$ cat src/rtl/cpu_pkg.sv
// Shared types for the hazard controller: FSM states, forwarding-select codes and scoreboard entry.
package cpu_pkg;

  typedef enum logic [1:0] {
    ST_RUN     = 2'd0,
    ST_STALL   = 2'd1,
    ST_HALTING = 2'd2,
    ST_HALTED  = 2'd3
  } hz_state_e;

  localparam logic [1:0] FWD_RF  = 2'b00;
  localparam logic [1:0] FWD_EX  = 2'b01;
  localparam logic [1:0] FWD_MEM = 2'b10;
  localparam logic [1:0] FWD_WB  = 2'b11;

  // Entries store register indices at a fixed width so RW may range up to 8.
  localparam int SB_RW_MAX = 8;

  typedef struct packed {
    logic                 valid;
    logic                 load;
    logic [SB_RW_MAX-1:0] rg;
  } sb_entry_t;

  function automatic logic sb_hit(input sb_entry_t e, input logic [SB_RW_MAX-1:0] idx);
    return e.valid && (e.rg == idx);
  endfunction

  // hit[0] = EX, hit[1] = MEM, hit[2] = WB; the youngest producer wins.
  function automatic logic [1:0] fwd_pick(input logic [2:0] hit);
    if (hit[0]) return FWD_EX;
    if (hit[1]) return FWD_MEM;
    if (hit[2]) return FWD_WB;
    return FWD_RF;
  endfunction

endpackage

$ cat src/rtl/hazard_ctrl_if.sv
// Decode/execute control bundle between the pipeline (master) and hazard_ctrl (slave).
interface hazard_ctrl_if #(
  parameter int RW   = 3,
  parameter int CNTW = 16
);
  logic          id_valid;
  logic [RW-1:0] id_rs1;
  logic [RW-1:0] id_rs2;
  logic          id_use1;
  logic          id_use2;
  logic          id_wen;
  logic [RW-1:0] id_wreg;
  logic          id_memread;
  logic          id_halt;
  logic          ex_redirect;

  logic            pc_hold;
  logic            ifid_hold;
  logic            ifid_flush;
  logic            idex_bubble;
  logic            halted;
  logic [1:0]      fwd1_sel;
  logic [1:0]      fwd2_sel;
  logic [CNTW-1:0] stall_cnt;

  modport master (
    output id_valid, id_rs1, id_rs2, id_use1, id_use2, id_wen, id_wreg,
           id_memread, id_halt, ex_redirect,
    input  pc_hold, ifid_hold, ifid_flush, idex_bubble, halted,
           fwd1_sel, fwd2_sel, stall_cnt
  );

  modport slave (
    input  id_valid, id_rs1, id_rs2, id_use1, id_use2, id_wen, id_wreg,
           id_memread, id_halt, ex_redirect,
    output pc_hold, ifid_hold, ifid_flush, idex_bubble, halted,
           fwd1_sel, fwd2_sel, stall_cnt
  );
endinterface

$ cat src/rtl/hz_scoreboard.sv
// EX/MEM/WB destination scoreboard with source match logic.
// HAZARD_FWD_EN selects load-use-only hazards plus forwarding selects.
module hz_scoreboard
  import cpu_pkg::*;
#(
  parameter int RW = 3
) (
  input  logic          clk,
  input  logic          rst,
  input  logic          issue,
  input  logic [RW-1:0] wreg,
  input  logic          wload,
  input  logic [RW-1:0] rs1,
  input  logic [RW-1:0] rs2,
  input  logic          use1,
  input  logic          use2,
  output logic          hazard,
  output logic [1:0]    fwd1_sel,
  output logic [1:0]    fwd2_sel,
  output logic          drain_done
);

  sb_entry_t            sb_ex, sb_mem, sb_wb;
  logic [SB_RW_MAX-1:0] idx1, idx2;
  logic [2:0]           m1, m2;
  logic                 unused_load;

  always_ff @(posedge clk or negedge rst) begin
    if (!rst) begin
      sb_ex  <= '0;
      sb_mem <= '0;
      sb_wb  <= '0;
    end else begin
      sb_wb  <= sb_mem;
      sb_mem <= sb_ex;
      sb_ex  <= issue ? '{valid: 1'b1, load: wload, rg: SB_RW_MAX'(wreg)} : '0;
    end
  end

  assign idx1 = SB_RW_MAX'(rs1);
  assign idx2 = SB_RW_MAX'(rs2);
  assign m1   = {3{use1}} & {sb_hit(sb_wb, idx1), sb_hit(sb_mem, idx1), sb_hit(sb_ex, idx1)};
  assign m2   = {3{use2}} & {sb_hit(sb_wb, idx2), sb_hit(sb_mem, idx2), sb_hit(sb_ex, idx2)};

  // The WB entry leaves on the coming edge, so the pipe is drained once EX and MEM are empty.
  assign drain_done = !sb_ex.valid && !sb_mem.valid;

`ifdef HAZARD_FWD_EN
  assign hazard      = (m1[0] || m2[0]) && sb_ex.load;
  assign fwd1_sel    = fwd_pick(m1);
  assign fwd2_sel    = fwd_pick(m2);
  assign unused_load = sb_mem.load ^ sb_wb.load;
`else
  assign hazard      = |{m1, m2};
  assign fwd1_sel    = FWD_RF;
  assign fwd2_sel    = FWD_RF;
  assign unused_load = sb_ex.load ^ sb_mem.load ^ sb_wb.load;
`endif

endmodule

$ cat src/rtl/hazard_ctrl.sv
// Pipeline hazard controller: stall/flush/halt FSM and saturating stall counter.
// Build option HAZARD_FWD_EN (in hz_scoreboard) enables forwarding.
module hazard_ctrl
  import cpu_pkg::*;
#(
  parameter int NREG = 8,
  parameter int RW   = 3,
  parameter int CNTW = 16
) (
  input logic          clk,
  input logic          rst,
  hazard_ctrl_if.slave hz
);

  hz_state_e       state, state_nx;
  logic            issue, stall_inc, hazard, drain_done, use1_q, use2_q;
  logic            pc_hold_c, ifid_hold_c, ifid_flush_c, idex_bubble_c, halted_c;
  logic [1:0]      f1, f2;
  logic [CNTW-1:0] cnt;

  assign use1_q = hz.id_use1 && (int'(hz.id_rs1) < NREG);
  assign use2_q = hz.id_use2 && (int'(hz.id_rs2) < NREG);

  hz_scoreboard #(.RW(RW)) u_sb (
    .clk        (clk),
    .rst        (rst),
    .issue      (issue),
    .wreg       (hz.id_wreg),
    .wload      (hz.id_memread),
    .rs1        (hz.id_rs1),
    .rs2        (hz.id_rs2),
    .use1       (use1_q),
    .use2       (use2_q),
    .hazard     (hazard),
    .fwd1_sel   (f1),
    .fwd2_sel   (f2),
    .drain_done (drain_done)
  );

  always_ff @(posedge clk or negedge rst) begin
    if (!rst) state <= ST_RUN;
    else      state <= state_nx;
  end

  always_comb begin
    state_nx      = state;
    pc_hold_c     = 1'b0;
    ifid_hold_c   = 1'b0;
    ifid_flush_c  = 1'b0;
    idex_bubble_c = 1'b0;
    halted_c      = 1'b0;
    issue         = 1'b0;
    stall_inc     = 1'b0;
    if (state == ST_HALTED) begin
      halted_c    = 1'b1;
      pc_hold_c   = 1'b1;
      ifid_hold_c = 1'b1;
    end else if (hz.ex_redirect) begin
      ifid_flush_c  = 1'b1;
      idex_bubble_c = 1'b1;
      state_nx      = ST_RUN;
    end else if (state == ST_HALTING) begin
      pc_hold_c     = 1'b1;
      idex_bubble_c = 1'b1;
      if (drain_done) state_nx = ST_HALTED;
    end else if (hz.id_valid && hazard) begin
      pc_hold_c     = 1'b1;
      ifid_hold_c   = 1'b1;
      idex_bubble_c = 1'b1;
      stall_inc     = 1'b1;
      state_nx      = ST_STALL;
    end else if (hz.id_valid && hz.id_halt) begin
      pc_hold_c     = 1'b1;
      idex_bubble_c = 1'b1;
      state_nx      = ST_HALTING;
    end else begin
      issue    = hz.id_valid && hz.id_wen;
      state_nx = ST_RUN;
    end
  end

  always_ff @(posedge clk or negedge rst) begin
    if (!rst)                         cnt <= '0;
    else if (stall_inc && cnt != '1)  cnt <= cnt + CNTW'(1);
  end

  // Outputs are masked by reset directly so they drop without waiting for a clock.
  assign hz.pc_hold     = rst & pc_hold_c;
  assign hz.ifid_hold   = rst & ifid_hold_c;
  assign hz.ifid_flush  = rst & ifid_flush_c;
  assign hz.idex_bubble = rst & idex_bubble_c;
  assign hz.halted      = rst & halted_c;
  assign hz.fwd1_sel    = rst ? f1 : FWD_RF;
  assign hz.fwd2_sel    = rst ? f2 : FWD_RF;
  assign hz.stall_cnt   = cnt;

endmodule

$ cat src/flat_wrapper.sv
// flat-port wrapper written by rule: the top's interface ports become plain ports
module hazard_ctrl_flat import cpu_pkg::*;
#(
  parameter int NREG = 8,
  parameter int RW   = 3,
  parameter int CNTW = 16
)
  (clk, rst, hz_id_valid, hz_id_rs1, hz_id_rs2, hz_id_use1, hz_id_use2, hz_id_wen, hz_id_wreg, hz_id_memread, hz_id_halt, hz_ex_redirect, hz_pc_hold, hz_ifid_hold, hz_ifid_flush, hz_idex_bubble, hz_halted, hz_fwd1_sel, hz_fwd2_sel, hz_stall_cnt);
  hazard_ctrl_if #(.RW(RW), .CNTW(CNTW)) hz_i ();
  input logic clk;
  input logic rst;
  input wire logic [$bits(hz_i.id_valid)-1:0] hz_id_valid;
  input wire logic [$bits(hz_i.id_rs1)-1:0] hz_id_rs1;
  input wire logic [$bits(hz_i.id_rs2)-1:0] hz_id_rs2;
  input wire logic [$bits(hz_i.id_use1)-1:0] hz_id_use1;
  input wire logic [$bits(hz_i.id_use2)-1:0] hz_id_use2;
  input wire logic [$bits(hz_i.id_wen)-1:0] hz_id_wen;
  input wire logic [$bits(hz_i.id_wreg)-1:0] hz_id_wreg;
  input wire logic [$bits(hz_i.id_memread)-1:0] hz_id_memread;
  input wire logic [$bits(hz_i.id_halt)-1:0] hz_id_halt;
  input wire logic [$bits(hz_i.ex_redirect)-1:0] hz_ex_redirect;
  output wire logic [$bits(hz_i.pc_hold)-1:0] hz_pc_hold;
  output wire logic [$bits(hz_i.ifid_hold)-1:0] hz_ifid_hold;
  output wire logic [$bits(hz_i.ifid_flush)-1:0] hz_ifid_flush;
  output wire logic [$bits(hz_i.idex_bubble)-1:0] hz_idex_bubble;
  output wire logic [$bits(hz_i.halted)-1:0] hz_halted;
  output wire logic [$bits(hz_i.fwd1_sel)-1:0] hz_fwd1_sel;
  output wire logic [$bits(hz_i.fwd2_sel)-1:0] hz_fwd2_sel;
  output wire logic [$bits(hz_i.stall_cnt)-1:0] hz_stall_cnt;
  assign hz_i.id_valid = hz_id_valid;
  assign hz_i.id_rs1 = hz_id_rs1;
  assign hz_i.id_rs2 = hz_id_rs2;
  assign hz_i.id_use1 = hz_id_use1;
  assign hz_i.id_use2 = hz_id_use2;
  assign hz_i.id_wen = hz_id_wen;
  assign hz_i.id_wreg = hz_id_wreg;
  assign hz_i.id_memread = hz_id_memread;
  assign hz_i.id_halt = hz_id_halt;
  assign hz_i.ex_redirect = hz_ex_redirect;
  assign hz_pc_hold = hz_i.pc_hold;
  assign hz_ifid_hold = hz_i.ifid_hold;
  assign hz_ifid_flush = hz_i.ifid_flush;
  assign hz_idex_bubble = hz_i.idex_bubble;
  assign hz_halted = hz_i.halted;
  assign hz_fwd1_sel = hz_i.fwd1_sel;
  assign hz_fwd2_sel = hz_i.fwd2_sel;
  assign hz_stall_cnt = hz_i.stall_cnt;
  hazard_ctrl #(.NREG(NREG), .RW(RW), .CNTW(CNTW)) u_core (.clk(clk), .rst(rst), .hz(hz_i));
endmodule
$ cat config.mk
export PLATFORM = sky130hd
export DESIGN_NAME = hazard_ctrl_flat
export DESIGN_NICKNAME = d
export VERILOG_FILES = /design/src/rtl/cpu_pkg.sv /design/src/rtl/hazard_ctrl_if.sv /design/src/rtl/hz_scoreboard.sv /design/src/rtl/hazard_ctrl.sv /design/src/flat_wrapper.sv
export SDC_FILE = /design/constraint.sdc
export NUM_CORES = 1
export LEC_CHECK = 0
export ABC_AREA = 1
export CAP_MARGIN = 20
export CORE_UTILIZATION = 50
export DETAILED_ROUTE_END_ITERATION = 7
export PLACE_DENSITY = 0.79
export SYNTH_ARGS = -nofsm -noshare
export SYNTH_HDL_FRONTEND = slang
export SYNTH_SLANG_ARGS = --single-unit
$ cat constraint.sdc
create_clock -name clk -period 2.7 [get_ports clk]
set_input_delay 0.81 -clock clk [delete_from_list [all_inputs] [get_ports clk]]
set_output_delay 0.81 -clock clk [all_outputs]
set_load 0.02 [all_outputs]
==> metrics.txt, run 1 <==
# TYPE chip_impl_metric gauge
chip_impl_info{name="run_status",value="complete, but fails checks"} 1
chip_impl_info{name="violations",value="negative setup slack"} 1
chip_impl_metric{name="syn-mean-instance-area",unit="um2"} 6.88
chip_impl_metric{name="period_needed",unit="ns"} 2.75
chip_impl_metric{name="maxSlewViolCount",unit=""} 0
chip_impl_info{name="cts_tree",value="done"} 1
chip_impl_info{name="start_kind",value="primary input"} 1
chip_impl_metric{name="setup-violations-final",unit=""} 3
chip_impl_metric{name="dpl_worst_slack",unit="ns"} -0.979
chip_impl_metric{name="global_route_wire_length_before_repair",unit="mm"} 7.18
chip_impl_metric{name="core_area",unit="mm2"} 0.00366
chip_impl_info{name="cts-root-buf",value="clkbuf_8"} 1
chip_impl_info{name="critPathKind",value="primary input to output pin"} 1
chip_impl_info{name="beginning_of_the_critical_path",value="hz_id_rs1[2]"} 1
chip_impl_metric{name="max_freq",unit="MHz"} 364
chip_impl_metric{name="wl_per_cell",unit="um"} 11.8
chip_impl_metric{name="htreeDepth",unit=""} 2
chip_impl_metric{name="synth.yosys.seq_area_share",unit="%"} 39.3
chip_impl_metric{name="floorplan.rows",unit=""} 22
chip_impl_metric{name="ys_async_sr_fraction",unit="%"} 100
chip_impl_metric{name="cts_buffer_depth",unit=""} 2
chip_impl_metric{name="antenna_violations_before_repair",unit=""} 0
chip_impl_metric{name="design.final.nets",unit=""} 350
chip_impl_metric{name="finalWorstSetupSlack",unit="ns"} -0.0477
chip_impl_metric{name="grt_max_degree",unit=""} 24
chip_impl_metric{name="cts-buffers-inserted",unit=""} 5
chip_impl_metric{name="synthToLayoutAreaGrowth",unit="%"} 35.7
chip_impl_metric{name="start_util",unit="%"} 52.2
chip_impl_metric{name="yosys_register_bits",unit=""} 30
chip_impl_metric{name="synth.distinct_cells",unit=""} 25
chip_impl_info{name="crit_path_top_delay_cell",value="nand4_1"} 1
chip_impl_metric{name="synth-warning-count",unit=""} 0
chip_impl_metric{name="power-per-cell-area",unit="mW/mm2"} 374
chip_impl_metric{name="gp_congestion",unit=""} 0.875
chip_impl_metric{name="vdd_ir_drop_max",unit="uV"} 282
chip_impl_metric{name="timing.max_cap.violations",unit=""} 0
chip_impl_metric{name="arrival",unit="ns"} 1.94
chip_impl_info{name="cpMostUsedCell",value="nand2_1"} 1
chip_impl_metric{name="p_leak",unit="nW"} 1.29
chip_impl_metric{name="route.vias.total",unit=""} 1880
chip_impl_info{name="worst_r2r_startpoint",value="u_core.hz.stall_cnt[0]"} 1
chip_impl_metric{name="synth_enable_flop_cells",unit=""} 0
chip_impl_metric{name="synthesis.area",unit="mm2"} 0.00191
chip_impl_metric{name="detailedPlacementHpwl",unit="mm"} 3.26
chip_impl_metric{name="die_y",unit="um"} 63.8
chip_impl_metric{name="totalWireLength",unit="mm"} 4.50
chip_impl_metric{name="finish.utilization",unit="%"} 70.8
chip_impl_metric{name="nFillCells",unit=""} 300
chip_impl_info{name="mostFrequentLayoutCell",value="nand2_1"} 1
chip_impl_metric{name="cts.sink_count",unit=""} 30
chip_impl_metric{name="critical_path_peak_fanout",unit=""} 4
chip_impl_metric{name="finClkSkew",unit="ns"} 0.00581
chip_impl_metric{name="die_w",unit="um"} 63.8
chip_impl_metric{name="share_of_post_route_cells_with_drive_strength_above_1",unit="%"} 22.9
chip_impl_metric{name="layout_worst_path_cycle_share",unit="%"} 102
chip_impl_metric{name="insertedDiodeCount",unit=""} 0
chip_impl_metric{name="grt_use_total",unit="%"} 23.3
chip_impl_metric{name="boundaryPins",unit=""} 43
chip_impl_metric{name="critical-path-max-stage-delay",unit="ns"} 0.13
chip_impl_metric{name="drc_errors",unit=""} 0
chip_impl_metric{name="overflow",unit=""} 0
chip_impl_metric{name="fp.dieArea",unit="mm2"} 0.00407
chip_impl_metric{name="timing.critical_path.required",unit="ns"} 1.89
chip_impl_metric{name="drtAntennaViolNets",unit=""} 0
chip_impl_info{name="rsz0062_at_grt",value="yes"} 1
chip_impl_metric{name="synthesis.instances",unit=""} 278
chip_impl_info{name="layout.cells.most_common_list",value="93 x nand2_1, 40 x inv_1, 30 x dfrtp_1, 23 x clkdlybuf4s50_1, 20 x nor2_1"} 1
chip_impl_metric{name="drt_first_pass_iters",unit=""} 4
chip_impl_metric{name="worstSkewPairLatency",unit="ns"} 0.29
chip_impl_info{name="synth_flop_type",value="dfrtp_1"} 1
chip_impl_metric{name="initialDrtViolationCount",unit=""} 69
chip_impl_info{name="hold_start",value="u_core.u_sb.sb_ex[9]"} 1
chip_impl_metric{name="via_count_of_the_first_global_routing_pass",unit=""} 1692
chip_impl_metric{name="finalHoldViolCount",unit=""} 0
chip_impl_metric{name="count_of_hold_fix_buffers_inserted_at_cts",unit=""} 0
chip_impl_metric{name="clk_pin_slew",unit="ns"} 0.06
chip_impl_metric{name="buffer_ports.inserted",unit=""} 37
chip_impl_info{name="cp_cell_sequence",value="buf_8 -> inv_4 -> nand2_1 -> nand2_1 -> nor2_1 -> nand2_1 -> nand2_1 -> nand2_1 -> nand3_2 -> nand2_2 -> nand4_1 -> nand3_1 -> inv_1 -> buf_6"} 1
chip_impl_info{name="worst_hold_path_type",value="flip-flop to flip-flop"} 1
chip_impl_info{name="endpoint_kind",value="output pin"} 1
chip_impl_metric{name="post_drt_via_cell_ratio",unit=""} 4.95
-- path summary, 6_finish.rpt --
path	endpoint	slack, ns	depth (start not counted)
worst max-delay path	hz_idex_bubble	-0.05	14
max in group asynchronous	u_core.u_sb.sb_wb[0]	1.71	2
worst min-delay path	u_core.u_sb.sb_mem[9]	0.41	0
min in group asynchronous	u_core.u_sb.sb_ex[1]	0.65	2
worst max register to register	u_core.hz.stall_cnt[15]	0.88	12
worst min register to register	u_core.u_sb.sb_mem[9]	0.41	0
-- timing repair --
action / 4_1_cts / 5_1_grt
endpoints found under the setup margin: 5 / 4
pin swaps: 16 / 21
buffers inserted: 1 / 1
gates resized for setup: 69 / 30
-- cells in the mapped netlist (3+ instances only) --
master | count | area (um2)
o21ai_1 | 15 | 75.1
buf_4 | 4 | 30.0
nor2_2 | 8 | 50.1
nand4_1 | 4 | 25.0
inv_1 | 41 | 154
nand3_1 | 9 | 45.0
xor2_1 | 5 | 43.8
nand3_2 | 3 | 30.0
nor2_4 | 3 | 33.8
inv_2 | 7 | 26.3
dfrtp_1 | 30 | 751
nand2_1 | 103 | 387
nor2_1 | 23 | 86.3
o21ai_0 | 5 | 25.0
nor3_1 | 6 | 30.0
-- area by class of cell --
type,instances,area [um2],area share (%)
multi-input cells,197,990,38.2
flip-flops and latches,30,751,28.9
repair buffers,49,480,18.5
inverters,48,203,7.81
clock buffers,8,110,4.25
well taps,48,60.1,2.32
-- through the flow --
stage	power [mW]	instances	hold slack (ns)	TNS (ns)	cell area [um2]
floorplan	0.494	281	0.369	0	1920
global placement	0.545	370	0.394	-3.54	2390
detailed placement	0.546	370	0.388	-3.60	2390
CTS	0.969	379	0.405	-0.147	2520
global route	1.01	380	0.418	-0.491	2590
finish	0.971	380	0.406	-0.123	2590
-- power by group --
part           internal (mW)  switching, mW  leakage, nW  total (mW)
clock network          0.257          0.164       0.0575       0.421
logic                 0.0457         0.0539        0.827      0.0996
registers              0.450              0        0.409       0.450
total                  0.752          0.218         1.29       0.971
-- kinds of logic (layout without fill, tap and decap cells) --
| logic type | after synthesis | in the layout | synth area share, % |
|---|---|---|---|
| and+or+nand+nor | 164 | 164 | 39.2 |
| buffers and inverters | 54 | 105 | 12.2 |
| DFF | 30 | 30 | 39.3 |
| AOI/OAI and AO/OA | 23 | 23 | 6.22 |
| xor gates and xnor gates | 5 | 5 | 2.29 |
| adders and majority gates | 1 | 1 | 0.654 |
| other | 1 | 4 | 0.196 |
-- flip-flops by register name, summed over array words and instances (netlist names) --
| register | cells |
|---|---|
| u_core.hz.stall_cnt | 16 |
| u_core.u_sb.sb_ex | 4 |
| u_core.state | 2 |
| u_core.u_sb.sb_mem | 4 |
| u_core.u_sb.sb_wb | 4 |
-- layer usage --
| layer | GRT usage [%] | up-vias | part of all wire, % |
|---|---|---|---|
| met4 | 11.1 | 0 | 3.2 |
| met1 | 26.2 | 860 | 42 |
| met3 | 6.43 | 16 | 4.9 |
| met2 | 40.3 | 52 | 50 |
| li1 | - | 952 | - |
| met5 | 0 | - | 0 |
-- worst max-delay path: cells and delay by family --
| family | cells | cell delay, ns |
|---|---|---|
| buffers and inverters | 4 | 0.32 |
| and+or+nand+nor | 10 | 0.80 |
Note: power is estimated with default switching activity, not from simulation.
==> inputs of run 2 (changes only) <==
Settings changed: PLACE_DENSITY 0.79 to 0.78.
==> run 2 against run 1 <==
The run still ends with negative setup slack left. Cell area up 0.92%. Cell count up 1.1%. Total power down 4.0%. Largest cell class unchanged. Sequential share of layout area down 0.26 points. Maximum frequency down 0.50%. Non-clock buffer count up 4. Sequential cell count unchanged. Register-to-register slack worse by 0.06 ns. Clock skew up 0.00078 ns. Combinational power about the same. Largest power group unchanged. Wire length up 0.31%. Utilization up 0.65 points.
==> metrics.txt, run 2 (same netlist as run 1, synthesis figures left out) <==
# TYPE chip_impl_metric gauge
chip_impl_info{name="endpoint_kind",value="output pin"} 1
chip_impl_metric{name="setup_total_negative_slack",unit="ns"} -0.162
chip_impl_metric{name="core_area",unit="mm2"} 0.00366
chip_impl_metric{name="p_total",unit="uW"} 932
chip_impl_metric{name="fp.dieArea",unit="mm2"} 0.00407
chip_impl_metric{name="floorplan.rows",unit=""} 22
chip_impl_metric{name="drc_errors",unit=""} 0
chip_impl_metric{name="post_drt_via_cell_ratio",unit=""} 4.83
chip_impl_info{name="cp_cell_sequence",value="clkdlybuf4s15_1 -> nand2_1 -> nor2_1 -> nand2_1 -> nand2_1 -> nand2_1 -> nand3_2 -> nand2_2 -> nand4_1 -> nand3_1 -> inv_1 -> buf_6"} 1
chip_impl_metric{name="worstSkewPairLatency",unit="ns"} 0.29
chip_impl_metric{name="finalHoldViolCount",unit=""} 0
chip_impl_info{name="violations",value="negative setup slack"} 1
chip_impl_metric{name="cts_buffer_depth",unit=""} 2
chip_impl_info{name="run_status",value="complete, but fails checks"} 1
chip_impl_metric{name="finalWorstSetupSlack",unit="ns"} -0.0614
chip_impl_metric{name="buffer_ports.inserted",unit=""} 37
chip_impl_metric{name="cts-buffers-inserted",unit=""} 5
chip_impl_metric{name="timing.critical_path.required",unit="ns"} 1.89
chip_impl_metric{name="cts.sink_count",unit=""} 30
chip_impl_metric{name="placedInstanceArea",unit="mm2"} 0.00241
chip_impl_metric{name="largest_register_ffs",unit=""} 16
chip_impl_metric{name="max_freq",unit="MHz"} 362
chip_impl_metric{name="total_switching_power",unit="uW"} 232
chip_impl_metric{name="antenna_violations_before_repair",unit=""} 0
chip_impl_metric{name="final_instance_count_without_filler_cells",unit=""} 384
chip_impl_metric{name="final.hold.worst_slack",unit="ns"} 0.403
chip_impl_metric{name="grt_use_total",unit="%"} 23.3
chip_impl_metric{name="grt_max_degree",unit=""} 28
chip_impl_metric{name="critical-path-max-stage-delay",unit="ns"} 0.20
chip_impl_metric{name="clk_pin_slew",unit="ns"} 0.06
chip_impl_metric{name="dpl.cell_count",unit=""} 374
chip_impl_info{name="worst_hold_path_type",value="flip-flop to flip-flop"} 1
chip_impl_metric{name="cell_internal_pwr",unit="uW"} 700
chip_impl_metric{name="share_of_post_route_cells_with_drive_strength_above_1",unit="%"} 26.2
chip_impl_info{name="cts_tree",value="done"} 1
chip_impl_metric{name="synthToLayoutAreaGrowth",unit="%"} 36.9
chip_impl_metric{name="overflow",unit=""} 0
chip_impl_metric{name="count_of_hold_fix_buffers_inserted_at_cts",unit=""} 0
chip_impl_metric{name="finClkSkew",unit="ns"} 0.00659
chip_impl_info{name="start_kind",value="primary input"} 1
chip_impl_metric{name="design.final.nets",unit=""} 354
chip_impl_info{name="layout.cells.most_common_list",value="87 x nand2_1, 40 x inv_1, 30 x dfrtp_1, 23 x clkdlybuf4s50_1"} 1
chip_impl_metric{name="holdPathStages",unit=""} 0
chip_impl_metric{name="die_y",unit="um"} 63.8
chip_impl_metric{name="setup-violations-final",unit=""} 3
chip_impl_metric{name="postLayoutCellArea",unit="mm2"} 0.00262
chip_impl_metric{name="register_area",unit="um2"} 751
chip_impl_metric{name="detailedPlacementHpwl",unit="mm"} 3.07
chip_impl_metric{name="wl_per_cell",unit="um"} 11.7
chip_impl_metric{name="power.share.sequential",unit="%"} 48.2
chip_impl_metric{name="nFillCells",unit=""} 294
chip_impl_metric{name="die_w",unit="um"} 63.8
chip_impl_metric{name="vdd_ir_drop_max",unit="uV"} 295
chip_impl_metric{name="maxSlewViolCount",unit=""} 0
chip_impl_info{name="rsz0062_at_grt",value="yes"} 1
chip_impl_metric{name="layout_worst_path_cycle_share",unit="%"} 102
chip_impl_metric{name="htreeDepth",unit=""} 2
chip_impl_metric{name="totalWireLength",unit="mm"} 4.51
chip_impl_metric{name="timing.max_cap.violations",unit=""} 0
chip_impl_metric{name="power_frac_comb",unit="%"} 10.8
chip_impl_metric{name="p_leak",unit="nW"} 1.30
chip_impl_metric{name="switching_share",unit="%"} 24.9
chip_impl_metric{name="arrival",unit="ns"} 1.95
chip_impl_metric{name="period_needed",unit="ns"} 2.76
chip_impl_metric{name="boundaryPins",unit=""} 43
chip_impl_metric{name="insertedDiodeCount",unit=""} 0
chip_impl_metric{name="via_count_of_the_first_global_routing_pass",unit=""} 1664
chip_impl_metric{name="gp_congestion",unit=""} 0.879
chip_impl_metric{name="p_clk_share",unit="%"} 40.9
chip_impl_metric{name="power-per-cell-area",unit="mW/mm2"} 356
chip_impl_metric{name="initialDrtViolationCount",unit=""} 68
chip_impl_metric{name="global_route_wire_length_before_repair",unit="mm"} 7.20
chip_impl_info{name="critPathKind",value="primary input to output pin"} 1
chip_impl_metric{name="drtAntennaViolNets",unit=""} 0
chip_impl_metric{name="multi_input_area",unit="mm2"} 0.00101
chip_impl_metric{name="drt_first_pass_iters",unit=""} 4
chip_impl_metric{name="start_util",unit="%"} 52.2
chip_impl_info{name="crit_path_top_delay_cell",value="clkdlybuf4s15_1"} 1
chip_impl_info{name="cpMostUsedCell",value="nand2_1"} 1
chip_impl_info{name="mostFrequentLayoutCell",value="nand2_1"} 1
chip_impl_metric{name="r2r_worst_path_depth",unit=""} 12
chip_impl_metric{name="route.vias.total",unit=""} 1856
chip_impl_info{name="cts-root-buf",value="clkbuf_8"} 1
chip_impl_metric{name="critical_path_peak_fanout",unit=""} 3
## run 2: cell count changes in the layout (fill, tap and decap cells not counted), sizes merged
cell	before	now
buf	22	26
clkbuf	10	7
clkdlybuf4s15	1	2
clkinv	0	1
clkinvlp	0	1
## run 2: path summary, 6_finish.rpt
| kind | startpoint | endpoint | slack (ns) |
|---|---|---|---|
| worst min-delay path | u_core.u_sb.sb_ex[9] | u_core.u_sb.sb_mem[9] | 0.40 |
| worst max-delay path | hz_id_use1 | hz_idex_bubble | -0.06 |
| max in group asynchronous | rst | u_core.u_sb.sb_ex[9] | 1.56 |
| worst min register to register | u_core.u_sb.sb_ex[9] | u_core.u_sb.sb_mem[9] | 0.40 |
| worst max register to register | u_core.hz.stall_cnt[0] | u_core.hz.stall_cnt[14] | 0.82 |
| min in group asynchronous | rst | u_core.u_sb.sb_ex[1] | 0.63 |
## run 2: power groups by stage
stage	Sequential (mW)	Clock [mW]	Combinational, mW
after global routing	0.449	0.409	0.110
after floorplan	0.458	0	0.0363
after CTS	0.449	0.385	0.0881
after detailed placement	0.458	0	0.0888
after global placement	0.458	0	0.0887
final	0.449	0.381	0.101
## run 2: what timing repair did
item	CTS	global route
gates resized for setup	67	38
pin swaps	20	28
setup buffers	1	1
setup endpoints to repair	5	3
## run 2: final cells by class
class / instances / share of cell area (%)
flip-flops and latches: 30 / 28.7
well taps: 48 / 2.29
clock inverters: 2 / 0.478
inverters: 48 / 7.65
clock buffers: 6 / 3.15
repair buffers: 53 / 19.1
multi-input cells: 197 / 38.7
## run 2: worst max-delay path: cells and delay by family
family / cells / cell delay, ns
buffers and inverters: 3 / 0.38
AND/OR/NAND/NOR: 9 / 0.76
## run 2: per-layer routing
| layer | GRT usage [%] | share of wire (%) | up-vias |
|---|---|---|---|
| li1 | - | - | 950 |
| met5 | 0 | 0 | - |
| met2 | 39.2 | 49 | 49 |
| met4 | 11.1 | 2.8 | 0 |
| met3 | 6.07 | 4.5 | 13 |
| met1 | 27.6 | 43 | 844 |
## run 2: stage by stage
step	utilization, %	setup slack, ns
after global routing	71.5	-0.175
after global placement	65.7	-0.900
after floorplan	-	0.0547
final	71.5	-0.0614
after detailed placement	65.7	-0.917
after CTS	68.7	0.00243
==> inputs of run 3 (changes only) <==
Settings changed: GPL_ROUTABILITY_DRIVEN from default to 0, GPL_TIMING_DRIVEN from default to 0, SETUP_SLACK_MARGIN from default to 0.2.
==> run 3 against run 2 <==
The flow still finishes with violations (negative setup slack). Hold slack worse by 0.062 ns. Global-route usage is 1.6 points higher. Maximum frequency is 0.78% lower. Cell count is 1.3% higher. Die area stayed put. Sequential power hardly changed. Count of clock-buffer cells in the layout is 1 lower. Clock power is 18% higher. Total power is 7.3% higher. Critical path depth is 2 higher. Utilization is 2.3 points higher. Largest cell class unchanged. Highest routed layer unchanged.
==> metrics.txt, run 3 (same netlist as run 1, synthesis figures left out) <==
# TYPE chip_impl_metric gauge
chip_impl_metric{name="p_leak",unit="nW"} 1.35
chip_impl_metric{name="maxSlewViolCount",unit=""} 0
chip_impl_metric{name="register_area",unit="um2"} 751
chip_impl_metric{name="dpl_worst_slack",unit="ns"} -1.13
chip_impl_metric{name="boundaryPins",unit=""} 43
chip_impl_metric{name="fp.dieArea",unit="mm2"} 0.00407
chip_impl_metric{name="clk_pin_slew",unit="ns"} 0.06
chip_impl_metric{name="multi_input_area",unit="mm2"} 0.00103
chip_impl_metric{name="detailedPlacementHpwl",unit="mm"} 2.99
chip_impl_metric{name="dpl.cell_count",unit=""} 366
chip_impl_info{name="rsz0062_at_grt",value="yes"} 1
chip_impl_metric{name="cts_buffer_depth",unit=""} 2
chip_impl_info{name="endpoint_kind",value="output pin"} 1
chip_impl_metric{name="timing.max_cap.violations",unit=""} 0
chip_impl_metric{name="setup-violations-final",unit=""} 4
chip_impl_metric{name="cell_internal_pwr",unit="uW"} 765
chip_impl_metric{name="grt_max_degree",unit=""} 34
chip_impl_metric{name="finalHoldViolCount",unit=""} 0
chip_impl_metric{name="grt_use_total",unit="%"} 25.0
chip_impl_metric{name="initialDrtViolationCount",unit=""} 73
chip_impl_info{name="run_status",value="complete, but fails checks"} 1
chip_impl_metric{name="cp_num_buf_inv",unit=""} 3
chip_impl_metric{name="postLayoutCellArea",unit="mm2"} 0.00270
chip_impl_metric{name="final_instance_count_without_filler_cells",unit=""} 389
chip_impl_metric{name="overflow",unit=""} 0
chip_impl_info{name="critPathKind",value="primary input to output pin"} 1
chip_impl_metric{name="timing.critical_path.required",unit="ns"} 1.89
chip_impl_metric{name="finish.utilization",unit="%"} 73.8
chip_impl_metric{name="power_frac_comb",unit="%"} 10.1
chip_impl_metric{name="power.share.sequential",unit="%"} 45.0
chip_impl_metric{name="share_of_post_route_cells_with_drive_strength_above_1",unit="%"} 29.0
chip_impl_metric{name="die_w",unit="um"} 63.8
chip_impl_metric{name="design.final.nets",unit=""} 359
chip_impl_metric{name="via_count_of_the_first_global_routing_pass",unit=""} 1836
chip_impl_metric{name="critical_path_peak_fanout",unit=""} 6
chip_impl_metric{name="start_util",unit="%"} 52.2
chip_impl_info{name="cts-root-buf",value="clkbuf_8"} 1
chip_impl_metric{name="worstSkewPairLatency",unit="ns"} 0.29
chip_impl_metric{name="largest_register_ffs",unit=""} 16
chip_impl_metric{name="drc_errors",unit=""} 0
chip_impl_metric{name="die_y",unit="um"} 63.8
chip_impl_metric{name="post_drt_via_cell_ratio",unit=""} 4.85
chip_impl_metric{name="p_clk_share",unit="%"} 45.0
chip_impl_metric{name="arrival",unit="ns"} 1.97
chip_impl_metric{name="final.hold.worst_slack",unit="ns"} 0.342
chip_impl_metric{name="cts-buffers-inserted",unit=""} 5
chip_impl_metric{name="antenna_violations_before_repair",unit=""} 0
chip_impl_metric{name="placedInstanceArea",unit="mm2"} 0.00236
chip_impl_info{name="worst_hold_path_type",value="primary input to async pin"} 1
chip_impl_info{name="start_kind",value="primary input"} 1
chip_impl_metric{name="vdd_ir_drop_max",unit="uV"} 299
chip_impl_metric{name="max_freq",unit="MHz"} 359
chip_impl_metric{name="insertedDiodeCount",unit=""} 0
chip_impl_metric{name="totalWireLength",unit="mm"} 4.92
chip_impl_info{name="cp_cell_sequence",value="buf_6 -> inv_2 -> nand2_2 -> nand2_2 -> nor2_2 -> nand2_1 -> nand2_1 -> nand2_1 -> nand3_2 -> nand2_4 -> nand2_2 -> nor2_4 -> o21ai_2 -> buf_4"} 1
chip_impl_info{name="violations",value="negative setup slack"} 1
chip_impl_metric{name="nFillCells",unit=""} 293
chip_impl_metric{name="cts.sink_count",unit=""} 30
chip_impl_metric{name="buffer_ports.inserted",unit=""} 37
chip_impl_metric{name="period_needed",unit="ns"} 2.78
chip_impl_metric{name="route.vias.total",unit=""} 1885
chip_impl_metric{name="p_total",unit="uW"} 1000
chip_impl_info{name="cts_tree",value="done"} 1
chip_impl_metric{name="core_area",unit="mm2"} 0.00366
chip_impl_metric{name="layout_worst_path_cycle_share",unit="%"} 103
chip_impl_info{name="layout.cells.most_common_list",value="86 x nand2_1, 38 x inv_1, 30 x dfrtp_1, 21 x clkdlybuf4s50_1, 19 x nor2_1"} 1
chip_impl_metric{name="total_switching_power",unit="uW"} 235
chip_impl_metric{name="htreeDepth",unit=""} 2
chip_impl_metric{name="critical-path-max-stage-delay",unit="ns"} 0.16
chip_impl_metric{name="drtAntennaViolNets",unit=""} 0
chip_impl_metric{name="finClkSkew",unit="ns"} 0.00372
chip_impl_info{name="crit_path_top_delay_cell",value="buf_4"} 1
chip_impl_metric{name="switching_share",unit="%"} 23.5
chip_impl_metric{name="drt_first_pass_iters",unit=""} 4
chip_impl_metric{name="synthToLayoutAreaGrowth",unit="%"} 41.3
chip_impl_info{name="path_delay_family",value="simple AND/OR/NAND/NOR gates"} 1
chip_impl_metric{name="power-per-cell-area",unit="mW/mm2"} 370
chip_impl_metric{name="global_route_wire_length_before_repair",unit="mm"} 7.84
chip_impl_info{name="mostFrequentLayoutCell",value="nand2_1"} 1
chip_impl_metric{name="wl_per_cell",unit="um"} 12.6
chip_impl_metric{name="floorplan.rows",unit=""} 22
chip_impl_metric{name="setup_total_negative_slack",unit="ns"} -0.291
chip_impl_metric{name="finalWorstSetupSlack",unit="ns"} -0.0830
==> run 3: what timing repair did <==
action / 4_1_cts / 5_1_grt
setup endpoints to repair: 5 / 5
hold buffers: 0 / 0
resized for setup: 81 / 32
setup buffers: 14 / 1
pin swaps: 23 / 21
==> run 3: area by class of cell <==
type	count	area share, %
buffer	6	1.95
clock buffer	5	2.55
clock inverter	3	1.48
inverter	48	7.41
multi-input combinational	197	38.0
sequential	30	27.8
tap	48	2.22
timing repair buffer	52	18.6
==> run 3: final timing paths <==
path | slack [ns] | startpoint | cells past startpoint | endpoint
worst max-delay path | -0.08 | hz_id_rs1[1] | 14 | hz_pc_hold
worst min-delay path | 0.34 | rst | 1 | u_core.hz.stall_cnt[6]
worst max register to register | 0.09 | u_core.u_sb.sb_ex[0] | 21 | u_core.state[1]
worst min register to register | 0.42 | u_core.u_sb.sb_mem[1] | 0 | u_core.u_sb.sb_wb[1]
max in group asynchronous | 2.18 | rst | 1 | u_core.u_sb.sb_wb[2]
min in group clk | 0.42 | u_core.u_sb.sb_mem[1] | 0 | u_core.u_sb.sb_wb[1]
==> run 3: power by group through the flow <==
stage,clock network [mW],logic (mW),registers (mW)
after floorplan,0,0.0374,0.458
after global placement,0,0.0855,0.458
after detailed placement,0,0.0848,0.458
after CTS,0.455,0.0899,0.449
after global routing,0.483,0.109,0.449
final,0.449,0.101,0.449
==> run 3: metal layers <==
layer | GRT usage (%) | vias to the layer above | share of wire [%]
met5 | 0 | - | 0
met4 | 11.4 | 0 | 2.7
met3 | 5.71 | 14 | 3.2
met2 | 40.8 | 35 | 50
met1 | 31.2 | 870 | 44
li1 | - | 966 | -
